### src/rtl/pipe_hazard_unit.sv
// pipe_hazard_unit
// Hazard and forwarding controller for the 5-stage core. It tracks the destination
// registers of instructions that are in flight in EX..WB in a small scoreboard.
// From that scoreboard it produces:
//   - operand forwarding selects,
//   - load-use stalls,
//   - redirect flushes,
//   - a whole-pipeline freeze while the multi-cycle unit is busy.
// It also counts stall and redirect cycles in saturating counters.

module pipe_hazard_unit #(
    parameter int DEPTH    = 3,
    parameter int FWD_W    = 2,
    parameter int LOAD_LAT = 1,
    parameter int CNT_W    = 16
) (
    input  logic             clk,
    input  logic             rst,
    input  logic             id_valid,
    input  logic [4:0]       id_rs1,
    input  logic [4:0]       id_rs2,
    input  logic             id_use_rs1,
    input  logic             id_use_rs2,
    input  logic             id_we_reg,
    input  logic [4:0]       id_rdst,
    input  logic             id_mem_read,
    input  logic             ex_redirect,
    input  logic             mc_busy,
    output logic             pc_write,
    output logic             ifid_write,
    output logic             ifid_flush,
    output logic             idex_flush,
    output logic [FWD_W-1:0] fwd_sel_rs1,
    output logic [FWD_W-1:0] fwd_sel_rs2,
    output logic [CNT_W-1:0] stall_cnt,
    output logic [CNT_W-1:0] flush_cnt
);

    // Scoreboard: entry 0 is EX and higher indices are older stages.
    logic [DEPTH-1:0] sb_v;
    logic [DEPTH-1:0] sb_we;
    logic [DEPTH-1:0] sb_ld;
    logic [4:0]       sb_rd [DEPTH];

    logic [DEPTH-1:0] match_rs1;
    logic [DEPTH-1:0] match_rs2;
    logic [FWD_W-1:0] fwd_rs1;
    logic [FWD_W-1:0] fwd_rs2;
    logic             lu_stall;

    // Compare each live producer against the ID operands. Register r0 never forwards.
    always_comb begin
        match_rs1 = '0;
        match_rs2 = '0;
        for (int k = 0; k < DEPTH; k++) begin
            match_rs1[k] = sb_v[k] & sb_we[k] & (sb_rd[k] == id_rs1) &
                           (id_rs1 != 5'd0) & id_use_rs1 & id_valid;
            match_rs2[k] = sb_v[k] & sb_we[k] & (sb_rd[k] == id_rs2) &
                           (id_rs2 != 5'd0) & id_use_rs2 & id_valid;
        end
    end

    // Pick the youngest matching entry for each operand.
    // A load that is still inside its latency window raises a load-use stall instead.
    always_comb begin
        fwd_rs1  = '0;
        fwd_rs2  = '0;
        lu_stall = 1'b0;
        for (int k = DEPTH - 1; k >= 0; k--) begin
            if (match_rs1[k]) fwd_rs1 = FWD_W'(k + 1);
            if (match_rs2[k]) fwd_rs2 = FWD_W'(k + 1);
        end
        for (int k = 0; k < DEPTH; k++) begin
            if (k < LOAD_LAT && sb_ld[k] && (match_rs1[k] || match_rs2[k]))
                lu_stall = 1'b1;
        end
    end

    // Decode the pipeline control for this cycle.
    // The priority order is reset, freeze, redirect, stall, then run.
    always_comb begin
        pc_write    = 1'b1;
        ifid_write  = 1'b1;
        ifid_flush  = 1'b0;
        idex_flush  = 1'b0;
        fwd_sel_rs1 = fwd_rs1;
        fwd_sel_rs2 = fwd_rs2;
        if (!rst) begin
            pc_write    = 1'b0;
            ifid_write  = 1'b0;
            ifid_flush  = 1'b1;
            idex_flush  = 1'b1;
            fwd_sel_rs1 = '0;
            fwd_sel_rs2 = '0;
        end else if (mc_busy) begin
            pc_write   = 1'b0;
            ifid_write = 1'b0;
        end else if (ex_redirect) begin
            ifid_flush = 1'b1;
            idex_flush = 1'b1;
        end else if (lu_stall) begin
            pc_write   = 1'b0;
            ifid_write = 1'b0;
            idex_flush = 1'b1;
        end
    end

    // Advance the scoreboard and the saturating counters.
    // Everything holds during a freeze, and a bubble enters EX on a redirect or stall.
    always_ff @(posedge clk or negedge rst) begin
        if (!rst) begin
            sb_v      <= '0;
            sb_we     <= '0;
            sb_ld     <= '0;
            for (int k = 0; k < DEPTH; k++) sb_rd[k] <= 5'd0;
            stall_cnt <= '0;
            flush_cnt <= '0;
        end else if (mc_busy) begin
            if (stall_cnt != '1) stall_cnt <= stall_cnt + 1'b1;
        end else begin
            for (int k = DEPTH - 1; k > 0; k--) begin
                sb_v[k]  <= sb_v[k-1];
                sb_we[k] <= sb_we[k-1];
                sb_ld[k] <= sb_ld[k-1];
                sb_rd[k] <= sb_rd[k-1];
            end
            if (ex_redirect || lu_stall) begin
                sb_v[0]  <= 1'b0;
                sb_we[0] <= 1'b0;
                sb_ld[0] <= 1'b0;
                sb_rd[0] <= 5'd0;
            end else begin
                sb_v[0]  <= id_valid;
                sb_we[0] <= id_we_reg & id_valid;
                sb_ld[0] <= id_mem_read;
                sb_rd[0] <= id_rdst;
            end
            if (ex_redirect) begin
                if (flush_cnt != '1) flush_cnt <= flush_cnt + 1'b1;
            end else if (lu_stall) begin
                if (stall_cnt != '1) stall_cnt <= stall_cnt + 1'b1;
            end
        end
    end

endmodule
### config.mk
export PLATFORM = sky130hd
export DESIGN_NAME = pipe_hazard_unit
export DESIGN_NICKNAME = d
export VERILOG_FILES = /design/src/rtl/pipe_hazard_unit.sv
export SDC_FILE = /design/constraint.sdc
export NUM_CORES = 1
export LEC_CHECK = 0
export CELL_PAD_IN_SITES_DETAIL_PLACEMENT = 1
export CELL_PAD_IN_SITES_GLOBAL_PLACEMENT = 1
export CORE_MARGIN = 3
export CORE_UTILIZATION = 40
export CTS_BUF_LIST = sky130_fd_sc_hd__clkbuf_2 sky130_fd_sc_hd__clkbuf_4 sky130_fd_sc_hd__clkbuf_8
export DETAILED_ROUTE_END_ITERATION = 10
export PLACE_DENSITY = 0.78
export SLEW_MARGIN = 40
export SYNTH_ARGS = -nofsm -noshare
export SYNTH_HDL_FRONTEND = slang
export SYNTH_SLANG_ARGS = --single-unit
### constraint.sdc
create_clock -name clk -period 2.62 [get_ports clk]
set_input_delay 0.262 -clock clk [delete_from_list [all_inputs] [get_ports clk]]
set_output_delay 0.262 -clock clk [all_outputs]
set_load 0.02 [all_outputs]
; ---- Yosys cells after proc, flatten, opt, wreduce, memory -nomap -nowiden
; Cells that the tools add are included.
[word_totals]
ff_bits = 54
output_inout_bits = 40
[classes]
add_sub_neg = 2
n_eq_ne = 9
n_mux = 28
n_bitwise = 29
reduce_logical = 8
[op_table]
columns = operator, count
row1 = $mux 16, 4
row2 = $add 16x1->16 const B, 2
row3 = $ne 16x16->1 const B, 2
row4 = $eq 5x5->1, 6
row5 = $and 1x1->1, 28
row6 = $mux 2, 8
row7 = $mux 1, 15
row8 = $reduce_bool 5->1, 2
row9 = $mux 5, 1
row10 = $reduce_and 3->1, 1
row11 = $logic_or 1x1->1, 2
row12 = $ne 2x1->1 const B, 1
row13 = $reduce_and 2->1, 1
row14 = $reduce_bool 2->1, 1
row15 = $logic_and 1x1->1, 1
row16 = $not 1->1, 1

; ---- Longest topological paths before layout
[depth]
ltp_word = 12
ltp_mapped = 8
ltp_nobuf = 7

; ---- Worst setup path after synthesis
; Ideal clock, no wire load.
[synth_path]
kind = input -> output
start = input port id_rs1[1]
end = output port pc_write
arrival_time_ns = 2.060
required_time_ns = 2.358
setup_slack_ns = 0.298
cell_stages = 7
cell_sequence = or4_1 o211ai_2 or4_4 a211oi_2 or2_2 nor2_1 buf_4
[synth_between]
elab_chain_len = 12
[synth_rtl]
columns = element, line_no
row1 = from (decl), 20  ; input logic [4:0] id_rs1,
row2 = $eq 5x5->1, 56  ; match_rs1[k] = sb_v[k] & sb_we[k] & (sb_rd[k] == id_rs1) &
row3 = $and 1x1->1, 56
row4 = $and 1x1->1 *, 56
row5 = $and 1x1->1 * (2 in a row), 57  ; (id_rs1 != 5'd0) & id_use_rs1 & id_valid;
row6 = $logic_or 1x1->1 *, 74  ; if (k < LOAD_LAT && sb_ld[k] && (match_rs1[k] || match_rs2[k]))
row7 = $logic_and 1x1->1 *, 74
row8 = $mux 1 *, 74
row9 = $mux 1 * (4 in a row), --
row10 = to (decl), 29  ; output logic pc_write,
; Mark *: on every way between the ends. The rest lies on a longest branch, timed or not.

; ---- Worst setup path in the final report
[layout_path]
start = input port id_rs1[3]
end = output port ifid_write
[layout_between]
elab_chain_len = 12
[layout_rtl]
columns = element, line_no
row1 = $eq 5x5->1, 56
row2 = $and 1x1->1, 56
row3 = $and 1x1->1 *, 56
row4 = $and 1x1->1 * (2 in a row), 57
row5 = $logic_or 1x1->1 *, 74
row6 = $logic_and 1x1->1 *, 74
row7 = $mux 1 *, 74
row8 = $mux 1 *, 101  ; end else if (lu_stall) begin
row9 = $mux 1 *, 98  ; end else if (ex_redirect) begin
row10 = $mux 1 *, 95  ; end else if (mc_busy) begin
row11 = $mux 1 *, 88  ; if (!rst) begin
row12 = to (decl), 30  ; output logic ifid_write,
; Marks and branches as above.

==> impl_metrics.csv <==
group,metric,value,unit
placement,hpwl,5650,um
yosys,synth_top_area_cell,"dfrtp_1",
yosys,ys_ff_latch,54,
cts,clk_latency,300,ps
cells_and_area,diodes,0,
worst_setup_path,startpoint_type,"input pin",
placement,post-place-cells,430,
detailed_routing,viasPerCell,5.16,
power,max-vdd-ir-drop,0.525,mV
yosys,synth_top_family_by_area,"XOR/XNOR gates",
sta,max-slew-margin-rel,0.539,
cells_and_area,n_fill_cell,699,
detailed_routing,antenna_left,0,
run,cap_violations,0,
worst_setup_path,timing_worst_setup_path_type,"in2out",
yosys,synthAdderAreaFrac,0.00894,
outcome,outcome,"finished, final reports clean",
cells_and_area,layout-drive-gt1-share,0.243,
global_routing,grt_pass1_vias,2472,
sta,tightestPinTransition,688,ps
cts,cts_tree,"yes",
yosys,syn_inst,248,
cells_and_area,layout.nets,371,
floorplanning,die_w,89.7,um
cells_and_area,syn_to_final_growth,38.7,%
yosys,synth_fp_nets,274,
cts,htree_num_levels,2,
sta,rsz0062_at_grt,"false",
cts,clockBufferDepth,2,
placement,port_buffers,63,
yosys,synth_edf_count,0,
detailed_routing,dr_total_vias,2264,
sta,setup_viol,0,
worst_setup_path,reg2reg_depth,8,
yosys,synth-main-ff-cell,"dfrtp_1",
cells_and_area,mostFrequentLayoutCell,"dfrtp_1",
floorplanning,core,0.00657,mm2
placement,gp_congestion,0.805,
floorplanning,die_h,89.7,um
yosys,muxShareOfSynthArea,0.0724,
yosys,async_reset_ff_frac,1.00,
cts,clkSinkCount,54,
min_path,hold_class,"in2async",
cells_and_area,multi_input_area,0.00143,mm2
yosys,ys.warnings.count,0,
power,p_leak,0.00173,uW
worst_setup_path,cp-end-kind,"output port",
yosys,synth_area,0.00280,mm2
sta,hold_violations,0,
sta,setup_tns,0,ps
detailed_routing,drt_first_iter_violations,68,
floorplanning,die-area,0.00804,mm2
yosys,ys_seq_area_frac,0.483,
cells_and_area,layout_common_cells,"54 x dfrtp_1, 53 x clkdlybuf4s50_1, 32 x buf_4",
sta,worst_hold_slack,38.4,ps
cts,root_buffer,"clkbuf_8",
floorplanning,io-pin-count,64,
floorplanning,rows,29,
detailed_routing,detail_route.wirelength,7460,um
yosys,synth-compound-area-share,0.0559,
yosys,synth_area_leaders,"dfrtp_1 48%, xnor2_1 9.1%, xor2_1 9.1%, mux2_2 6.8%, nand2_1 2.7%",
cells_and_area,utilization,0.591,
global_routing,grt.total_usage,0.196,
yosys,synth_area_per_cell,11.3,um2
cts,path_clk_slew,90,ps
cts,cts-buffers-inserted,5,
sta,timing.final.crit_share,0.977,
cells_and_area,fin_cells,439,
detailed_routing,first_pass_iters,4,
global_routing,grt_remaining_overflow,0,
sta,slew_violations,0,
global_routing,grt_max_degree,31,
floorplanning,start_util,0.426,
sta,skew,2.99,ps
sta,fin_crit,2560,ps
cells_and_area,ff_latch_area,0.00135,mm2
global_routing,grt_pass1_wl,12100,um
detailed_routing,remaining_drc_errors,0,
detailed_routing,wl_per_cell,17.0,um
yosys,synth_xor_area_frac,0.181,
yosys,synth_top_area_frac,0.483,
worst_setup_path,worstPathMaxFanout,4,
worst_setup_path,worst_ep_arrival_time,2300,ps
cts,postCtsSetupRepairBufs,0,
yosys,ys_types,42,
sta,max_freq,0.391,GHz
worst_setup_path,required,2360,ps
global_routing,antenna_found_initial,0,
yosys,synth_simple_gate_area_frac,0.178,
power,p_per_area,618,mW/mm2
-- synth_stat cells, types with 2 or more instances --
| library cell | count |
|---|---|
| dfrtp_1 | 54 |
| xnor2_1 | 29 |
| xor2_1 | 29 |
| nand2_1 | 20 |
| mux2_2 | 17 |
| nand3_1 | 13 |
| nor2_1 | 11 |
| nand4_1 | 10 |
| a22o_1 | 6 |
| and3_1 | 6 |
| inv_1 | 6 |
| nor4_1 | 6 |
| nor3_2 | 5 |
| a21oi_1 | 3 |
| and4_1 | 2 |
| buf_1 | 2 |
| ha_1 | 2 |
| nand2b_1 | 2 |
| or4_1 | 2 |
-- metal layers --
| layer | vias to the layer above | GRT usage | routed length, um |
|---|---|---|---|
| met4 | 0 | 0.0582 | 119 |
| met1 | 1142 | 0.261 | 3390 |
| met3 | 8 | 0.0383 | 305 |
| li1 | 1069 | - | - |
| met2 | 45 | 0.323 | 3650 |
| met5 | - | 0 | 0 |
-- where the power goes --
group	switching, uW	leakage, uW	internal [uW]
sequential	179	0.000701	967
combinational	372	0.000982	393
clock	265	0.0000517	224
total	816	0.00173	1580
-- worst paths after layout --
path,from,end,slack (ps)
setup reg to reg,sb_rd[14]$_DFFE_PN0N_,stall_cnt[9]$_DFFE_PN0P_,200
min in group clk,stall_cnt[10]$_DFFE_PN0P_,stall_cnt[10]$_DFFE_PN0P_,500
setup / recovery,id_rs1[3],ifid_write,60
max in group asynchronous,rst,sb_we[1]$_DFFE_PN0N_,1980
hold reg to reg,stall_cnt[10]$_DFFE_PN0P_,stall_cnt[10]$_DFFE_PN0P_,500
hold / removal,rst,sb_v[0]$_DFFE_PN0N_,40
-- worst max-delay path: stages --
cell	delay, ps
clkdlybuf4s50_1	460
or4_4	510
o211ai_2	220
or4_4	180
a211oi_2	70
or2_2	280
nor2_1	120
clkbuf_2	190
-- layout make-up --
| cell class | count | share of cell area |
|---|---|---|
| multi-input combinational | 182 | 0.369 |
| sequential | 54 | 0.348 |
| timing repair buffer | 96 | 0.223 |
| tap | 93 | 0.0300 |
| clock buffer | 7 | 0.0232 |
| inverter | 6 | 0.00580 |
| clock inverter | 1 | 0.00129 |
-- state kept, by name, indices dropped and copies added, names as in the netlist --
name and flops:
flush_cnt 16, sb_ld 1, sb_rd 15, sb_v 3, sb_we 3, stall_cnt 16
-- logic make-up after synthesis --
family,Yosys count
AO/OA/AOI/OAI,19
XOR/XNOR,58
adder cells (fa/ha/maj),2
buffers and inverters,12
flip-flops,54
multiplexers,18
AND/OR/NAND/NOR,85
-- through the flow --
| step | instance area (um2) | power [uW] | worst slack (ps) |
|---|---|---|---|
| after floorplan | 2800 | 1510 | 298 |
| after global placement | 3760 | 1890 | -365 |
| after detailed placement | 3760 | 1920 | -398 |
| after CTS | 3860 | 2420 | -122 |
| after global routing | 3880 | 2550 | 5.51 |
| final | 3880 | 2400 | 61.3 |
-- repair_timing --
item                       in CTS  in global routing
resized for setup              11                 21
hold endpoints to repair        5                  0
setup endpoints to repair       7                 15
hold buffers                    1                  0
pin swaps                       0                  4
gates cloned                    0                  0
(Power assumes the default switching activity.)
==> variant 1, RTL diff (config.mk and constraints unchanged) <==
Set the parameter `DEPTH` to 6 (it was 3).
--- a/src/rtl/pipe_hazard_unit.sv
+++ b/src/rtl/pipe_hazard_unit.sv
@@ -10,5 +10,5 @@
 
 module pipe_hazard_unit #(
-    parameter int DEPTH    = 3,
+    parameter int DEPTH    = 6,
     parameter int FWD_W    = 2,
     parameter int LOAD_LAT = 1,
Formal check against the unedited RTL: not equivalent (Yosys sat finds a counterexample within 10 cycles, from zero or initial values and one cycle with rst low).
==> variant 1 against the unedited design <==
  * The run now ends with negative setup slack left
  * Design area rose by 40%
  * Clock skew increased by 0.0061 ns
  * Count of clock-buffer cells in the layout up 5
  * Final cell count increased by 37%
  * Total power grew 55%
  * Critical endpoint is now fwd_sel_rs1[1]
  * Area after synthesis up 47%
  * Setup slack got worse by 0.18 ns
  * Sequential cell count up 21
  * Routed wire length up 60%
  * Sequential power increased by 41%
  * Hold slack improved by 0.23 ns
==> variant 1: results (changes against the unedited design) <==
| Metric | Value |
|---|---|
| Status | finished with violations (was completed) |
| Failing checks | negative setup slack |
| Total Power | 0.00371 W (was 0.00240 W) |
| Cell Area, Placed | 5070 um^2 (was 3760 um^2) |
| Setup Skew | 0.00904 ns (was 0.00299 ns) |
| Global-route wire length before repair | 18.9 mm (was 12.1 mm) |
| Post-synth top cells | dfrtp_1 (75), xnor2_1 (59), mux2_2 (36) (was dfrtp_1 (54), xnor2_1 (29), xor2_1 (29)) |
| Largest regs | sb_rd x30, flush_cnt x16, stall_cnt x16 (was flush_cnt x16, stall_cnt x16, sb_rd x15) |
| Sequential fraction of design power | 43.5% (was 47.7%) |
| DP Worst Slack | -0.716 ns (was -0.398 ns) |
| RePlAce Congestion | 0.827 (was 0.805) |
| CP max stage cell | or4b_4 (was or4_4) |
| Vias in the first global route | 3459 (was 2472) |
| Endpoints failing setup | 1 (was 0) |
| Via density | 5.37 (was 5.16) |
| Yosys Warn Count | 0 (unchanged) |
| Setup bufs post-CTS | 6 (was 0) |
| Clock slew at reported path FFs | 0.09 ns (about the same) |
| Yosys cell types | 43 (was 42) |
| DR vias | 3223 (was 2264) |
| TritonCTS Buffers | 9 (was 5) |
| Post_cts resized | 51 (was 11) |
| Share of cells above drive strength 1 | 27.4% (was 24.3%) |
| Top post-synthesis cells by area | dfrtp_1 (46%), xnor2_1 (13%), mux2_2 (9.9%), xor2_1 (6.4%), nand4_1 (3.2%) (was dfrtp_1 (48%), xnor2_1 (9.1%), xor2_1 (9.1%), mux2_2 (6.8%), nand2_1 (2.7%)) |
| Seq/Total Area, Yosys | 45.8% (was 48.3%) |
| Nets | 488 (was 371) |
| Slew headroom | 47.2% (was 53.9%) |
| Placed cell count | 576 (was 430) |
| Clk pwr share | 27.6% (was 20.4%) |
| Root buffer cell | clkbuf_8 (unchanged) |
| Worst EP arrival | 2.47 ns (was 2.30 ns) |
| TNS Setup | -0.115 ns (was 0 ns) |
| Maximum VDD drop | 0.304 mV (was 0.525 mV) |
| Max FO, Critical Path | 2 (was 4) |
| Detailed Place HPWL | 8.30 mm (was 5.65 mm) |
| Largest net degree at the start of global routing | 37 (was 31) |
| Total global-route track usage | 21.1% (was 19.6%) |
| CTS H-tree depth | 3 (was 2) |
| Worst skew pair latency | 0.35 ns (was 0.30 ns) |
| Synth Net Count | 388 (was 274) |
| First drt pass iteration count | 4 (unchanged) |
| DR iter-0 viols | 135 (was 68) |
| WL/cell | 19.8 um (was 17.0 um) |
| Synth Instances | 362 (was 248) |
| Post-route setup slack | -0.115 ns (was 0.0613 ns) |
| Sw frac | 32.8% (was 34.0%) |
| Most used DFF post-synth | dfrtp_1 (unchanged) |
| P_leak | 2.37 nW (was 1.73 nW) |
| Antenna diode count | 0 (unchanged) |
| Hold Buf Count CTS | 1 (unchanged) |
variant 1: final cells by class:
class,instances,area [um^2]
tap,133,166
clock buffer,12,153
sequential,75,1880
inverter,6,22.5
clock inverter,4,73.8
fill,1045,4420
timing repair buffer,109,967
multi-input combinational,261,2190
variant 1: path summary, 6_finish.rpt:
| path | slack [ns] | start | cells after the start | to |
|---|---|---|---|---|
| min in group clk | 0.49 | stall_cnt[14]$_DFFE_PN0P_ | 1 | stall_cnt[14]$_DFFE_PN0P_ |
| setup / recovery | -0.11 | sb_rd[4]$_DFFE_PN0N_ | 6 | fwd_sel_rs1[1] |
| max in group asynchronous | 1.67 | rst | 3 | sb_rd[14]$_DFFE_PN0N_ |
| hold / removal | 0.27 | rst | 2 | stall_cnt[6]$_DFFE_PN0P_ |
| setup reg to reg | 0.21 | sb_rd[29]$_DFFE_PN0N_ | 8 | stall_cnt[1]$_DFFE_PN0P_ |
| hold reg to reg | 0.49 | stall_cnt[14]$_DFFE_PN0P_ | 1 | stall_cnt[14]$_DFFE_PN0P_ |
variant 1: per-layer routing:
layer / routed length, um / global-route usage, % / up-vias
met3: 345 / 3.60 / 19
met5: 0 / 0 / -
met1: 5250 / 27.4 / 1665
li1: - / - / 1477
met4: 219 / 7.85 / 0
met2: 6090 / 35.4 / 62
variant 1: cells by family (layout without fill, tap and decap cells):
family                   after synthesis  after routing  synth area share (%)
AO/OA/AOI/OAI                         37             37                  7.84
XOR/XNOR                              89             89                  19.0
adder cells (fa/ha/maj)                2              2                 0.610
buffers and inverters                 26            131                  3.33
flip-flops                            75             75                  45.8
multiplexers                          38             38                  10.4
AND/OR/NAND/NOR                       95             95                  13.0
==> variant 2, RTL diff (same flow settings) <==
Made on the original files. Put one more register stage on the output `flush_cnt`, with the module's reset. The value now appears one clock later. The other outputs are not delayed to match.
--- a/src/rtl/pipe_hazard_unit.sv
+++ b/src/rtl/pipe_hazard_unit.sv
@@ -36,4 +36,6 @@
     output logic [CNT_W-1:0] flush_cnt
 );
+
+    logic [CNT_W-1:0] flush_cnt_s0;
 
     // Scoreboard: entry 0 is EX and higher indices are older stages.
@@ -115,5 +117,5 @@
             for (int k = 0; k < DEPTH; k++) sb_rd[k] <= 5'd0;
             stall_cnt <= '0;
-            flush_cnt <= '0;
+            flush_cnt_s0 <= '0;
         end else if (mc_busy) begin
             if (stall_cnt != '1) stall_cnt <= stall_cnt + 1'b1;
@@ -137,5 +139,5 @@
             end
             if (ex_redirect) begin
-                if (flush_cnt != '1) flush_cnt <= flush_cnt + 1'b1;
+                if (flush_cnt_s0 != '1) flush_cnt_s0 <= flush_cnt_s0 + 1'b1;
             end else if (lu_stall) begin
                 if (stall_cnt != '1) stall_cnt <= stall_cnt + 1'b1;
@@ -144,3 +146,11 @@
     end
 
+    always_ff @(posedge clk or negedge rst) begin
+        if (!rst) begin
+            flush_cnt <= '0;
+        end else begin
+            flush_cnt <= flush_cnt_s0;
+        end
+    end
+
 endmodule
Check against the original RTL: not equivalent (Yosys sat finds a counterexample within 4 cycles, from zero or initial values and one cycle with rst low).
==> variant 2 against the unedited design <==
  * Combinational power is 3.3% lower
  * Area after synthesis increased by 14%
  * Synthesized cell count rose by 6.9%
  * Routed wire length increased by 6.3%
  * Maximum frequency increased by 2.3%
  * Sequential cell count up 16
  * Non-clock buffer count rose by 4
  * Critical path depth rose by 1
  * Design area increased by 15%
  * Setup slack better by 0.059 ns
  * Total power grew 32%
  * Count of clock-buffer cells in the layout grew 4
  * Critical path type is now flop to flop
  * Critical endpoint is now stall_cnt[4]$_DFFE_PN0P_
  * Largest power group unchanged
==> variant 2: results (changes against the unedited design) <==
| Metric | Value |
|---|---|
| Vias in the first global route | 2646 (was 2472) |
| Status | completed (unchanged) |
| P&R area growth vs syn | 38.9% (was 38.7%) |
| DR iter-0 viols | 64 (was 68) |
| CLK BUF | 11 (was 7) |
| Multi-In Gates | 185 (was 182) |
| Power Density | 710 nW/um^2 (was 618 nW/um^2) |
| Post-synthesis mux area share | 5.98% (was 7.24%) |
| Placed cell count | 452 (was 430) |
| R2r worst-path depth | 9 (was 8) |
| Yosys cell types | 43 (was 42) |
| Post-synth top cells | dfrtp_1 (70), xor2_1 (30), xnor2_1 (29) (was dfrtp_1 (54), xnor2_1 (29), xor2_1 (29)) |
| Clock buf/inv share | 5.12% (was 2.45%) |
| Critical path startpoint | sb_rd[11]$_DFFE_PN0N_ (was id_rs1[3]) |
| Synth Instances | 265 (was 248) |
| Via density | 5.01 (was 5.16) |
| DP Worst Slack | -0.365 ns (was -0.398 ns) |
| Layout filler cell count | 807 (was 699) |
| Largest regs | flush_cnt x16, flush_cnt_s0 x16, stall_cnt x16 (was flush_cnt x16, stall_cnt x16, sb_rd x15) |
| DR vias | 2378 (was 2264) |
| Syn avg cell area | 12.1 um^2 (was 11.3 um^2) |
| Largest net degree at the start of global routing | 42 (was 31) |
| Synth Area in Compound Gates | 5.55% (was 5.59%) |
| Synth Net Count | 291 (was 274) |
| Total global-route track usage | 19.3% (was 19.6%) |
| Setup Skew | 0.00845 ns (was 0.00299 ns) |
| Seq/Total Area, Yosys | 54.7% (was 48.3%) |
| Worst EP arrival | 2.72 ns (was 2.30 ns) |
-- variant 2: cell count changes in the layout (fill, tap and decap cells not counted), sizes merged, moves of 3 or more --
| cell | delta |
|---|---|
| and3 | -4 |
| buf | +4 |
| nand4 | -3 |
| or3 | +4 |
| dfrtp | +16 |
| clkbuf | +3 |
| dlygate4sd2 | +3 |
| nand3 | +3 |
-- variant 2: per-layer routing --
layer / vias to the layer above / global-route usage (%) / share of wire [%]
met5: - / 0 / 0
met4: 0 / 4.03 / 0.93
met3: 8 / 6.31 / 4.3
met2: 43 / 32.9 / 52
met1: 1184 / 23.8 / 43
li1: 1143 / - / -
-- variant 2: kinds of logic after synthesis --
kind of cell,after synthesis
AO/OA/AOI/OAI,19
XOR/XNOR,59
adder cells (fa/ha/maj),2
buffers and inverters,10
flip-flops,70
multiplexers,17
AND/OR/NAND/NOR,88
